### src/rtl/pstore_drain_pkg.sv
// Shared drain constants: node count, partial-sum width and drain state encodings.
// Optional RELU_DRAIN_SAT_EN (see relu_sat) selects saturating narrowing.
`ifndef RELU_NODES
`define RELU_NODES 2
`endif
`ifndef LAYER_1_OUT_BIT_WIDTH
`define LAYER_1_OUT_BIT_WIDTH 5
`endif
`ifndef IDLE
`define IDLE 2'd0
`endif
`ifndef LOAD
`define LOAD 2'd1
`endif
`ifndef SEND
`define SEND 2'd2
`endif
`ifndef DONE
`define DONE 2'd3
`endif

package pstore_drain_pkg;

   typedef enum logic [1:0] {
      StIdle = `IDLE,
      StLoad = `LOAD,
      StSend = `SEND,
      StDone = `DONE
   } drain_state_e;

   function automatic int unsigned idx_width(input int unsigned nodes);
      return (nodes > 1) ? $clog2(nodes) : 1;
   endfunction

endpackage

### src/rtl/relu_sat.sv
// ReLU activation: negative sums become 0, others are narrowed to OUT_W bits.
// RELU_DRAIN_SAT_EN defined: clamp to 2^OUT_W-1; undefined: keep the low OUT_W bits.
module relu_sat #(
   parameter int unsigned IN_W  = 5,
   parameter int unsigned OUT_W = 3
) (
   input  logic [IN_W-1:0]  sum_i,
   output logic [OUT_W-1:0] act_o
);

`ifdef RELU_DRAIN_SAT_EN
   localparam logic [IN_W-1:0] MaxOut = IN_W'((1 << OUT_W) - 1);
`endif

   always_comb begin
      act_o = '0;
      if (!sum_i[IN_W-1]) begin
`ifdef RELU_DRAIN_SAT_EN
         if (sum_i > MaxOut) begin
            act_o = '1;
         end else begin
            act_o = OUT_W'(sum_i);
         end
`else
         act_o = OUT_W'(sum_i);
`endif
      end
   end

endmodule

### src/rtl/pstore_drain.sv
// Partial-sum store readout: snapshot all sums, clear the store, stream ReLU results per node.
// Saturation vs truncation is chosen by RELU_DRAIN_SAT_EN inside relu_sat.
module pstore_drain
   import pstore_drain_pkg::*;
#(
   parameter int unsigned NODES = `RELU_NODES,
   parameter int unsigned IN_W  = `LAYER_1_OUT_BIT_WIDTH,
   parameter int unsigned OUT_W = 3,
   parameter int unsigned IDX_W = idx_width(NODES)
) (
   input  logic                  clk,
   input  logic                  clr,
   input  logic                  start,
   input  logic [NODES*IN_W-1:0] sumIn,
   output logic                  storeClr,
   output logic [OUT_W-1:0]      outData,
   output logic [IDX_W-1:0]      outIndex,
   output logic                  outValid,
   input  logic                  outReady,
   output logic                  busy,
   output logic                  done,
   output logic                  overrun
);

   localparam logic [IDX_W-1:0] LastIdx = IDX_W'(NODES - 1);

   drain_state_e                  state_q, state_d;
   logic [NODES-1:0][IN_W-1:0]    shadow_q, shadow_d;
   logic [IDX_W-1:0]              idx_q, idx_d;

   logic                          store_clr_q, store_clr_d;
   logic [OUT_W-1:0]              data_q, data_d;
   logic [IDX_W-1:0]              index_q, index_d;
   logic                          valid_q, valid_d;
   logic                          busy_q, busy_d;
   logic                          done_q, done_d;
   logic                          overrun_q, overrun_d;

   logic [IN_W-1:0]               word_d;
   logic [OUT_W-1:0]              act_d;
   logic                          fire;

   assign fire = valid_q && outReady;

   always_ff @(posedge clk or posedge clr) begin
      if (clr) begin
         state_q  <= StIdle;
         shadow_q <= '0;
         idx_q    <= '0;
      end else begin
         state_q  <= state_d;
         shadow_q <= shadow_d;
         idx_q    <= idx_d;
      end
   end

   always_comb begin
      state_d  = state_q;
      shadow_d = shadow_q;
      idx_d    = idx_q;
      unique case (state_q)
         StIdle: begin
            if (start) begin
               shadow_d = sumIn;
               idx_d    = '0;
               state_d  = StLoad;
            end
         end
         StLoad: state_d = StSend;
         StSend: begin
            if (fire) begin
               if (idx_q == LastIdx) begin
                  state_d = StDone;
               end else begin
                  idx_d = idx_q + 1'b1;
               end
            end
         end
         StDone: state_d = StIdle;
         default: state_d = StIdle;
      endcase
   end

   // Activation is computed on next-state values so the output register holds the new beat.
   assign word_d = shadow_d[idx_d];

   relu_sat #(
      .IN_W  (IN_W),
      .OUT_W (OUT_W)
   ) u_relu_sat (
      .sum_i (word_d),
      .act_o (act_d)
   );

   always_comb begin
      store_clr_d = (state_d == StLoad);
      valid_d     = (state_d == StSend);
      data_d      = valid_d ? act_d : '0;
      index_d     = valid_d ? idx_d : '0;
      busy_d      = (state_d != StIdle);
      done_d      = (state_d == StDone);
      overrun_d   = start && (state_q != StIdle);
   end

   always_ff @(posedge clk or posedge clr) begin
      if (clr) begin
         store_clr_q <= 1'b0;
         data_q      <= '0;
         index_q     <= '0;
         valid_q     <= 1'b0;
         busy_q      <= 1'b0;
         done_q      <= 1'b0;
         overrun_q   <= 1'b0;
      end else begin
         store_clr_q <= store_clr_d;
         data_q      <= data_d;
         index_q     <= index_d;
         valid_q     <= valid_d;
         busy_q      <= busy_d;
         done_q      <= done_d;
         overrun_q   <= overrun_d;
      end
   end

   assign storeClr = store_clr_q;
   assign outData  = data_q;
   assign outIndex = index_q;
   assign outValid = valid_q;
   assign busy     = busy_q;
   assign done     = done_q;
   assign overrun  = overrun_q;

endmodule

### config.mk
export PLATFORM = sky130hd
export DESIGN_NAME = pstore_drain
export DESIGN_NICKNAME = d
export VERILOG_FILES = /design/src/rtl/pstore_drain_pkg.sv /design/src/rtl/relu_sat.sv /design/src/rtl/pstore_drain.sv
export SDC_FILE = /design/constraint.sdc
export NUM_CORES = 1
export LEC_CHECK = 0
export CAP_MARGIN = 10
export CORE_MARGIN = 2
export CORE_UTILIZATION = 41
export DETAILED_ROUTE_END_ITERATION = 12
export PLACE_DENSITY_LB_ADDON = 0.08
export SYNTH_ARGS = -nofsm -noshare
export SYNTH_HDL_FRONTEND = slang
export SYNTH_SLANG_ARGS = --single-unit
### constraint.sdc
create_clock -name clk -period 1.69 [get_ports clk]
set_clock_uncertainty 0.2 [all_clocks]
set_input_delay 0.169 -clock clk [delete_from_list [all_inputs] [get_ports clk]]
set_output_delay 0.169 -clock clk [all_outputs]
set_load 0.01 [all_outputs]
Word-level counts from Yosys, hierarchy flattened
Cells that the tools add are included.

storage, ports and cells
  bits in registers = 22
  input bits = 14
  output and inout port bits = 9
  logic and storage cells = 39

operators by class
  add/sub/neg operators = 1
  order comparisons = 1
  equal/unequal tests = 6
  multiplexer cells = 15
  reductions and logical operators = 5

operators by type and width
  operator               count
  $mux W10               2
  $mux W5                2
  $eq A2 B2 Y1 const B   4
  $pmux W2 S4            1
  $mux W2                3
  $mux W3                2
  $eq A2 B1 Y1 const B   2
  $mux W1                4
  $reduce_bool A2 Y1     2
  $logic_and A1 B1 Y1    2
  $logic_not A2 Y1       1
  $lt A1 B2 Y1 const B   1
  $pmux W1 S2            1
  $add A1 B1 Y1 const B  1

Longest topological paths before layout
Gate-level depths: netlist (run 1).

  depth after elaboration = 8
  depth in mapped cells = 7
  gate-level depth less buffers = 6

Cells and area by module
Synthesis (run 1) repeated with hierarchy kept, for this count alone.

unflattened totals
  cells, all modules = 113
  area, all modules = 1091.0 um^2

by module, submodules not included
  module        times used  cells an instance  area an instance (um^2)  sequential area each (um^2)
  pstore_drain  1           110                1072.3                   550.5
  relu_sat      1           3                  18.8                     0.0

Least setup slack after synthesis (run 1)
Ideal clock, no wire load.

  path kind = flip-flop to flip-flop
  start point = register state_q[0]
  end point = register data_q[0], in the netlist outData[0]
  setup time = 0.094 ns
  data arrival time = 1.382 ns
  required time = 1.396 ns
  slack = 0.014 ns
  stages on the path, launching flop included = 8
  buffers on the path = 1
  clock period less this slack = 1.676 ns
  cell sequence = dfrtp_1 > inv_1 > ha_1 > nand2_2 > buf_4 > nor3b_1 > a31oi_1 > a211oi_1

on the way
  longest elaborated chain between the ends = 6
  elaborated cells between the ends (all ways) = 15
  classes of those cells = 4 x eq/ne; 10 x mux; 1 x reduce/logical

ends and longest elaborated chain
  item                                              line                 source
  from (decl)                                       pstore_drain.sv:27   drain_state_e state_q, state_d;
  from (signal assigned)                            pstore_drain.sv:47   state_q <= StIdle;
  from (signal assigned)                            pstore_drain.sv:51   state_q <= state_d;
  $eq A2 B2 Y1 or $logic_not A2 Y1 (tied branches)  pstore_drain.sv:61   unique case (state_q)
  $pmux W1 S2 or $mux W10 (tied branches)           pstore_drain.sv:61
  $mux W5 (not written as such) (2 in a row)        pstore_drain.sv:85   assign word_d = shadow_d[idx_d];
  $mux W3                                           relu_sat.sv:17       if (!sum_i[IN_W-1]) begin
  $mux W3 *                                         pstore_drain.sv:98   data_d = valid_d ? act_d : '0;
  net data_d[0]                                     pstore_drain.sv:32   logic [OUT_W-1:0] data_q, data_d;
  to (signal assigned)                              pstore_drain.sv:116  data_q <= data_d;
  to (decl)                                         pstore_drain.sv:32

Mark *: on every way through the listed nets, which the timed path passes. The rest lies on a longest branch. The select of a mux whose other input is x is not followed.

Final worst setup path (run 1)
Ends and elaborated chain as after synthesis.

==> results of run 1 <==
## layout by cell type, fill, tap and decap left out, types with 2 or more instances in the layout
cell | Yosys | layout
a211oi_2 | 0 | 2
a311oi_1 | 4 | 2
a311oi_2 | 0 | 2
a31oi_1 | 3 | 3
buf_4 | 1 | 13
clkbuf_4 | 0 | 3
clkdlybuf4s50_1 | 0 | 20
dfrtp_1 | 20 | 20
inv_1 | 9 | 7
inv_2 | 0 | 2
mux2_2 | 8 | 8
nand2_4 | 0 | 2
nor2_1 | 4 | 4
nor3b_2 | 0 | 5
## state kept, by name, indices dropped and copies added (netlist names)
register	flops
state_q	2
outData	3
outIndex	1
outValid	1
done	1
shadow_q	8
storeClr	1
busy	1
idx_q	1
overrun	1
## stage by stage
stage          std cells  setup WS, ns
2_1_floorplan         71        0.0144
3_3_place_gp         129       -0.0335
3_5_place_dp         129       -0.0734
4_1_cts              134        0.0264
5_1_grt              136       -0.0657
6_report             136       0.00700
## logic make-up after synthesis
group                    count (synthesis)  synth area share, %
AO/OA/AOI/OAI                           14                 12.9
multiplexers                             8                 10.4
adder cells (fa/ha/maj)                  2                 2.89
AND/OR/NAND/NOR                         16                 10.7
buffers and inverters                   11                 5.35
flip-flops                              20                 57.8
## what timing repair did
item	CTS	global route
setup endpoints to repair	3	6
buffers inserted	0	1
pin swaps	4	6
gates cloned	0	1
hold buffers	1	0
resized for setup	7	11
hold endpoints to repair	20	0
## layer usage
metal,vias up,part of all wire (%)
met5,-,0
met4,0,0.95
met3,3,4.8
met2,15,52
met1,343,42
li1,332,-
## report_power, final
part | total [mW] | switching [mW] | internal, mW | leakage (nW)
clock network | 0.275 | 0.143 | 0.132 | 0.0210
logic | 1.24 | 0.544 | 0.697 | 0.340
registers | 0.779 | 0.0927 | 0.687 | 0.252
## worst max-delay path by stage
| stage | startpoint | endpoint | depth (start not counted) |
|---|---|---|---|
| floorplan | state_q[0]$_DFF_PP0_ | outData[0]$_DFF_PP0_ | 7 |
| global placement | state_q[0]$_DFF_PP0_ | outData[0]$_DFF_PP0_ | 7 |
| detailed placement | state_q[0]$_DFF_PP0_ | outData[0]$_DFF_PP0_ | 7 |
| CTS | state_q[1]$_DFF_PP0_ | outData[0]$_DFF_PP0_ | 7 |
| global route | state_q[0]$_DFF_PP0_ | outData[0]$_DFF_PP0_ | 6 |
| finish | state_q[0]$_DFF_PP0_ | outData[0]$_DFF_PP0_ | 6 |
## layout make-up
type / count / area, µm² / area share (%)
repair buffers: 36 / 353 / 26.0
well taps: 27 / 33.8 / 2.49
multi-input cells: 40 / 400 / 29.5
flip-flops and latches: 20 / 500 / 36.9
clock buffers: 4 / 36.3 / 2.67
inverters: 9 / 33.8 / 2.49
==> summary.txt, run 1 <==
Post-synthesis instance total: 71
Core Util, Final: 68.5%
Final WL: 1780 µm
Core footprint: 1980 µm²
Drt pass-1 iters: 2
Total global routing overflow: 0
Worst Reg-to-Reg Cells: 6
Crit-path slowest cell: dfrtp_1
Hold Fails Final Rpt: 0
Status: finished clean
Mapped Avg Cell Area: 12.2 µm²
Grt met1 use: 20.7%
CTS tree: yes
Delay of the slowest critical-path stage: 0.37 ns
Class of the most critical setup path: reg2reg
CTS sink cnt: 20
Synth area leader: dfrtp_1
Pwr Total: 2.30 mW
Syn nets: 87
Setup violators final: 0
CP Buf/Inv Count: 2
M3 GR Usage: 6.06%
Die width: 50.0 µm
RSZ-0062 raised after global routing: true
First-pass GRT wire length: 3120 µm
CP max FO: 6
Cells along the critical path: inv_2 > buf_4 > ha_1 > a22oi_2 > a311oi_1 > a211oi_1
Io pins: 23
DP HPWL: 1170 µm
Layout cell share with drive strength beyond 1: 40.4%
# fillers: 143
Total GRT Usage: 17.0%
Max Cap Viol: 0
Yosys reg bits: 20
Initial DRC Count: 3
Largest net degree at the start of global routing: 21
Routability-driven placement congestion ratio: 0.798
Smallest hold slack: 0.296 ns
Drt wl/cell: 13.1 µm
Netlist cell types: 19
Most frequent cell after synthesis: dfrtp_1
DIE HEIGHT: 50.0 µm
Port buffer count: 20
Top cells by area, synth: dfrtp_1 (58%), mux2_2 (10%), nor3b_1 (5.2%)
Delay-heaviest family, CP: compound AO/OA/AOI/OAI gates
H-tree depth: 1
Post-route ant nets: 0
Commonest cells post-synth: dfrtp_1 (20), inv_1 (9), mux2_2 (8)
GRT met2 Usage: 27.6%
Setup slack, reg-to-reg: 0.007 ns
Critical Path RT: 1.70 ns
Clk buf depth: 2
Row cnt: 16
Main synth FF type: dfrtp_1
Worst slew pin tran: 0.357 ns
Hold depth: 2
Hold Path Class: in2reg
Vias post-DR: 693
Reg2Reg Launch Point: state_q[0]$_DFF_PP0_
Top-area cell type share of the netlist area: 57.8%
Number of synthesized flops with an enable pin: 0
Nets: 126
Hold EP: shadow_q[5]$_DFF_PP0_
Max IR drop VDD: 1.07 mV
Worst Path Arrival: 1.70 ns
Synth Warn #: 0
Vias per inst: 5.10
Antenna diode count: 0
Pwr/cell area: 1690 nW/µm²
Fmax achieved: 594 MHz
Dpl cell area: 1200 µm²
Initial core utilization: 43.7%
Initial antenna violation count: 0
Vias in the first global route: 699
Leak: 0.614 nW
Full die area: 2500 µm²
CP endpoint kind: flop
Final worst-path cycle share: 99.6%
R2r endpoint: outData[0]$_DFF_PP0_
Slew headroom: 76.2%
Fin crit period: 1.68 ns
Slew Limit Fails: 0
DR DRC count: 0
Area Overhead vs Synth: 56.8%
Post-Syn Area: 866 µm²
Reg clk slew, reported paths: 0.10 ns
Hold path start: sumIn[5]
Async S/R FF share, synth: 100%
Post-synthesis sequential area ratio: 57.8%
Startpoint Class: flop
Clk_lat worst skew: 0.30 ns
Root buffer cell: clkbuf_4
Top Usage Layer GRT: met2
Setup TNS: 0 ns
Final Cell Area: 1360 µm²
Num CTS Buffers: 3
(Power assumes the default switching activity.)
==> inputs of run 2 (changes only) <==
--- a/config.mk
+++ b/config.mk
@@ -6,10 +6,11 @@
 export NUM_CORES = 1
 export LEC_CHECK = 0
 export CAP_MARGIN = 10
-export CORE_MARGIN = 2
+export CORE_ASPECT_RATIO = 1.5
 export CORE_UTILIZATION = 41
 export DETAILED_ROUTE_END_ITERATION = 12
 export PLACE_DENSITY_LB_ADDON = 0.08
+export SLEW_MARGIN = 20
 export SYNTH_ARGS = -nofsm -noshare
 export SYNTH_HDL_FRONTEND = slang
 export SYNTH_SLANG_ARGS = --single-unit
==> run 2 against run 1 <==
Compared with the run above: worst setup slack better by 0.0030 ns; die area is 7.7% lower; wire length is 8.9% lower; core utilization is 4.1 points lower; clock power is 2% higher.
==> summary.txt, run 2 (synthesized netlist as in run 1, its figures left out) <==
Hold Fails Final Rpt: 0 (unchanged)
CTS sink cnt: 20 (unchanged)
Hold Path Class: in2reg (unchanged)
Reg2Reg Launch Point: state_q[0]$_DFF_PP0_ (unchanged)
CP endpoint kind: flop (unchanged)
Antenna diode count: 0 (unchanged)
Most frequent cells in the layout: dfrtp_1 (20), clkdlybuf4s50_1 (20), buf_4 (12) (was dfrtp_1 (20), clkdlybuf4s50_1 (20), buf_4 (13))
Core footprint: 2000 µm² (was 1980 µm²)
Row cnt: 20 (was 16)
DP HPWL: 1160 µm (was 1170 µm)
Area Overhead vs Synth: 48.8% (was 56.8%)
Critical Path RT: 1.72 ns (was 1.70 ns)
Routability-driven placement congestion ratio: 0.677 (was 0.798)
Port buffer count: 20 (unchanged)
Clk buf depth: 2 (unchanged)
CP max FO: 7 (was 6)
Full die area: 2300 µm² (was 2500 µm²)
Delay-heaviest family, CP: compound AO/OA/AOI/OAI gates (unchanged)
DR DRC count: 0 (unchanged)
R2r endpoint: outData[2]$_DFF_PP0_ (was outData[0]$_DFF_PP0_)
CP Buf/Inv Count: 1 (was 2)
Pwr/cell area: 1680 nW/µm² (was 1690 nW/µm²)
Cells along the critical path: inv_2 > ha_4 > a311oi_2 > a211o_1 > nand2_2 > a211oi_1 (was inv_2 > buf_4 > ha_1 > a22oi_2 > a311oi_1 > a211oi_1)
RSZ-0062 raised after global routing: true (unchanged)
Vias per inst: 5.06 (was 5.10)
DIE HEIGHT: 58.3 µm (was 50.0 µm)
Status: finished clean (unchanged)
Die width: 39.5 µm (was 50.0 µm)
Crit-path slowest cell: dfrtp_1 (unchanged)
First-pass GRT wire length: 2500 µm (was 3120 µm)
Fin crit period: 1.68 ns (about the same)
Reg clk slew, reported paths: 0.11 ns (was 0.10 ns)
Largest net degree at the start of global routing: 21 (unchanged)
Setup TNS: 0 ns (unchanged)
H-tree depth: 1 (unchanged)
Initial DRC Count: 14 (was 3)
Leak: 0.583 nW (was 0.614 nW)
Total GRT Usage: 16.3% (was 17.0%)
Worst Path Arrival: 1.71 ns (was 1.70 ns)
Drt pass-1 iters: 4 (was 2)
Drt wl/cell: 12.6 µm (was 13.1 µm)
Worst slew pin tran: 0.282 ns (was 0.357 ns)
Io pins: 23 (unchanged)
Setup ws final: 0.0100 ns (was 0.00700 ns)
Initial antenna violation count: 0 (unchanged)
Root buffer cell: clkbuf_4 (unchanged)
Post-route ant nets: 0 (unchanged)
Hold path start: sumIn[6] (was sumIn[5])
Hold EP: shadow_q[6]$_DFF_PP0_ (was shadow_q[5]$_DFF_PP0_)
Final worst-path cycle share: 99.4% (was 99.6%)
Max IR drop VDD: 0.803 mV (was 1.07 mV)
Largest register FFs: 8 (unchanged)
Vias post-DR: 653 (was 693)
Total global routing overflow: 0 (unchanged)
Delay of the slowest critical-path stage: 0.38 ns (was 0.37 ns)
Max Cap Viol: 0 (unchanged)
Layout cell share with drive strength beyond 1: 34.6% (was 40.4%)
Placement Setup Slack: -0.151 ns (was -0.0734 ns)
Setup slack, reg-to-reg: 0.01 ns (was 0.007 ns)
Class of the most critical setup path: reg2reg (unchanged)
Nets: 124 (was 126)
Initial core utilization: 43.2% (was 43.7%)
Clk_lat worst skew: 0.31 ns (was 0.30 ns)
Startpoint Class: flop (unchanged)
Slew Limit Fails: 0 (unchanged)
CTS tree: yes (unchanged)
Num CTS Buffers: 3 (unchanged)
Register with the most flip-flops: shadow_q (unchanged)
Hold depth: 2 (unchanged)
Fmax achieved: 595 MHz (was 594 MHz)
Setup violators final: 0 (unchanged)
Vias in the first global route: 649 (was 699)
Final WL: 1630 µm (was 1780 µm)
Slew headroom: 81.1% (was 76.2%)
Worst Reg-to-Reg Cells: 6 (unchanged)
## run 2: changes by cell type in the layout (fill, tap and decap cells not counted)
cell / before / now
a211oi_1: 1 / 2
a211oi_2: 2 / 1
a311oi_1: 2 / 3
a311oi_2: 2 / 1
buf_4: 13 / 12
clkbuf_16: 1 / 0
nand2_2: 0 / 1
nand2_4: 2 / 1
nor2b_1: 1 / 2
nor2b_2: 1 / 0
nor3b_1: 1 / 2
nor3b_2: 5 / 4
o22ai_1: 0 / 1
o22ai_2: 1 / 0
## run 2: repair_timing
action / in CTS / in global routing
buffers inserted: 0 / 0
hold buffers: 1 / 0
gates resized for setup: 6 / 6
hold endpoints to repair: 20 / 0
setup endpoints to repair: 12 / 7
pin swaps: 3 / 7
## run 2: power by group
part           internal (mW)  total [mW]  switching (mW)
clock                  0.132       0.280           0.148
combinational          0.633        1.12           0.483
sequential             0.686       0.775          0.0885
## run 2: per-stage QoR
step	hold slack, ns	instances	cell area (µm²)	power [mW]	utilization [%]
6_report	0.285	129	1290	2.17	64.4
5_1_grt	0.299	129	1290	2.33	64.4
4_1_cts	0.280	129	1260	2.15	63.2
3_5_place_dp	0.295	124	1190	1.81	59.5
3_3_place_gp	0.288	124	1190	1.79	59.5
2_1_floorplan	-0.0672	71	866	1.31	-
## run 2: worst register-to-register path, cell delays in order, from the launching register on
cell and delay (ns):
dfrtp_1 0.38, inv_2 0.06, ha_4 0.19, a311oi_2 0.28, a211o_1 0.17, nand2_2 0.10
a211oi_1 0.22
## run 2: layout make-up
type	count	area, µm²
fill	174	713
sequential	20	500
inverter	9	33.8
clock buffer	4	36.3
tap	22	27.5
timing repair buffer	34	320
multi-input combinational	40	370
## run 2: how the worst max path moves through the flow
stage | startpoint | end | slack, ns | cells after the start
2_1_floorplan | state_q[0]$_DFF_PP0_ | outData[0]$_DFF_PP0_ | 0.01 | 7
3_3_place_gp | state_q[0]$_DFF_PP0_ | outData[0]$_DFF_PP0_ | -0.11 | 7
3_5_place_dp | state_q[0]$_DFF_PP0_ | outData[0]$_DFF_PP0_ | -0.15 | 7
4_1_cts | state_q[0]$_DFF_PP0_ | outData[0]$_DFF_PP0_ | 0.02 | 6
5_1_grt | state_q[0]$_DFF_PP0_ | outData[1]$_DFF_PP0_ | -0.08 | 6
6_report | state_q[0]$_DFF_PP0_ | outData[2]$_DFF_PP0_ | 0.01 | 6
## run 2: layer usage
layer / GRT usage (%) / wire length [µm] / vias to the layer above / part of all wire (%)
met1: 16.2 / 628 / 306 / 39
met5: 0 / 0 / - / 0
met2: 27.9 / 889 / 19 / 55
met3: 3.45 / 54 / 6 / 3.3
li1: - / - / 322 / -
met4: 11.8 / 52 / 0 / 3.2
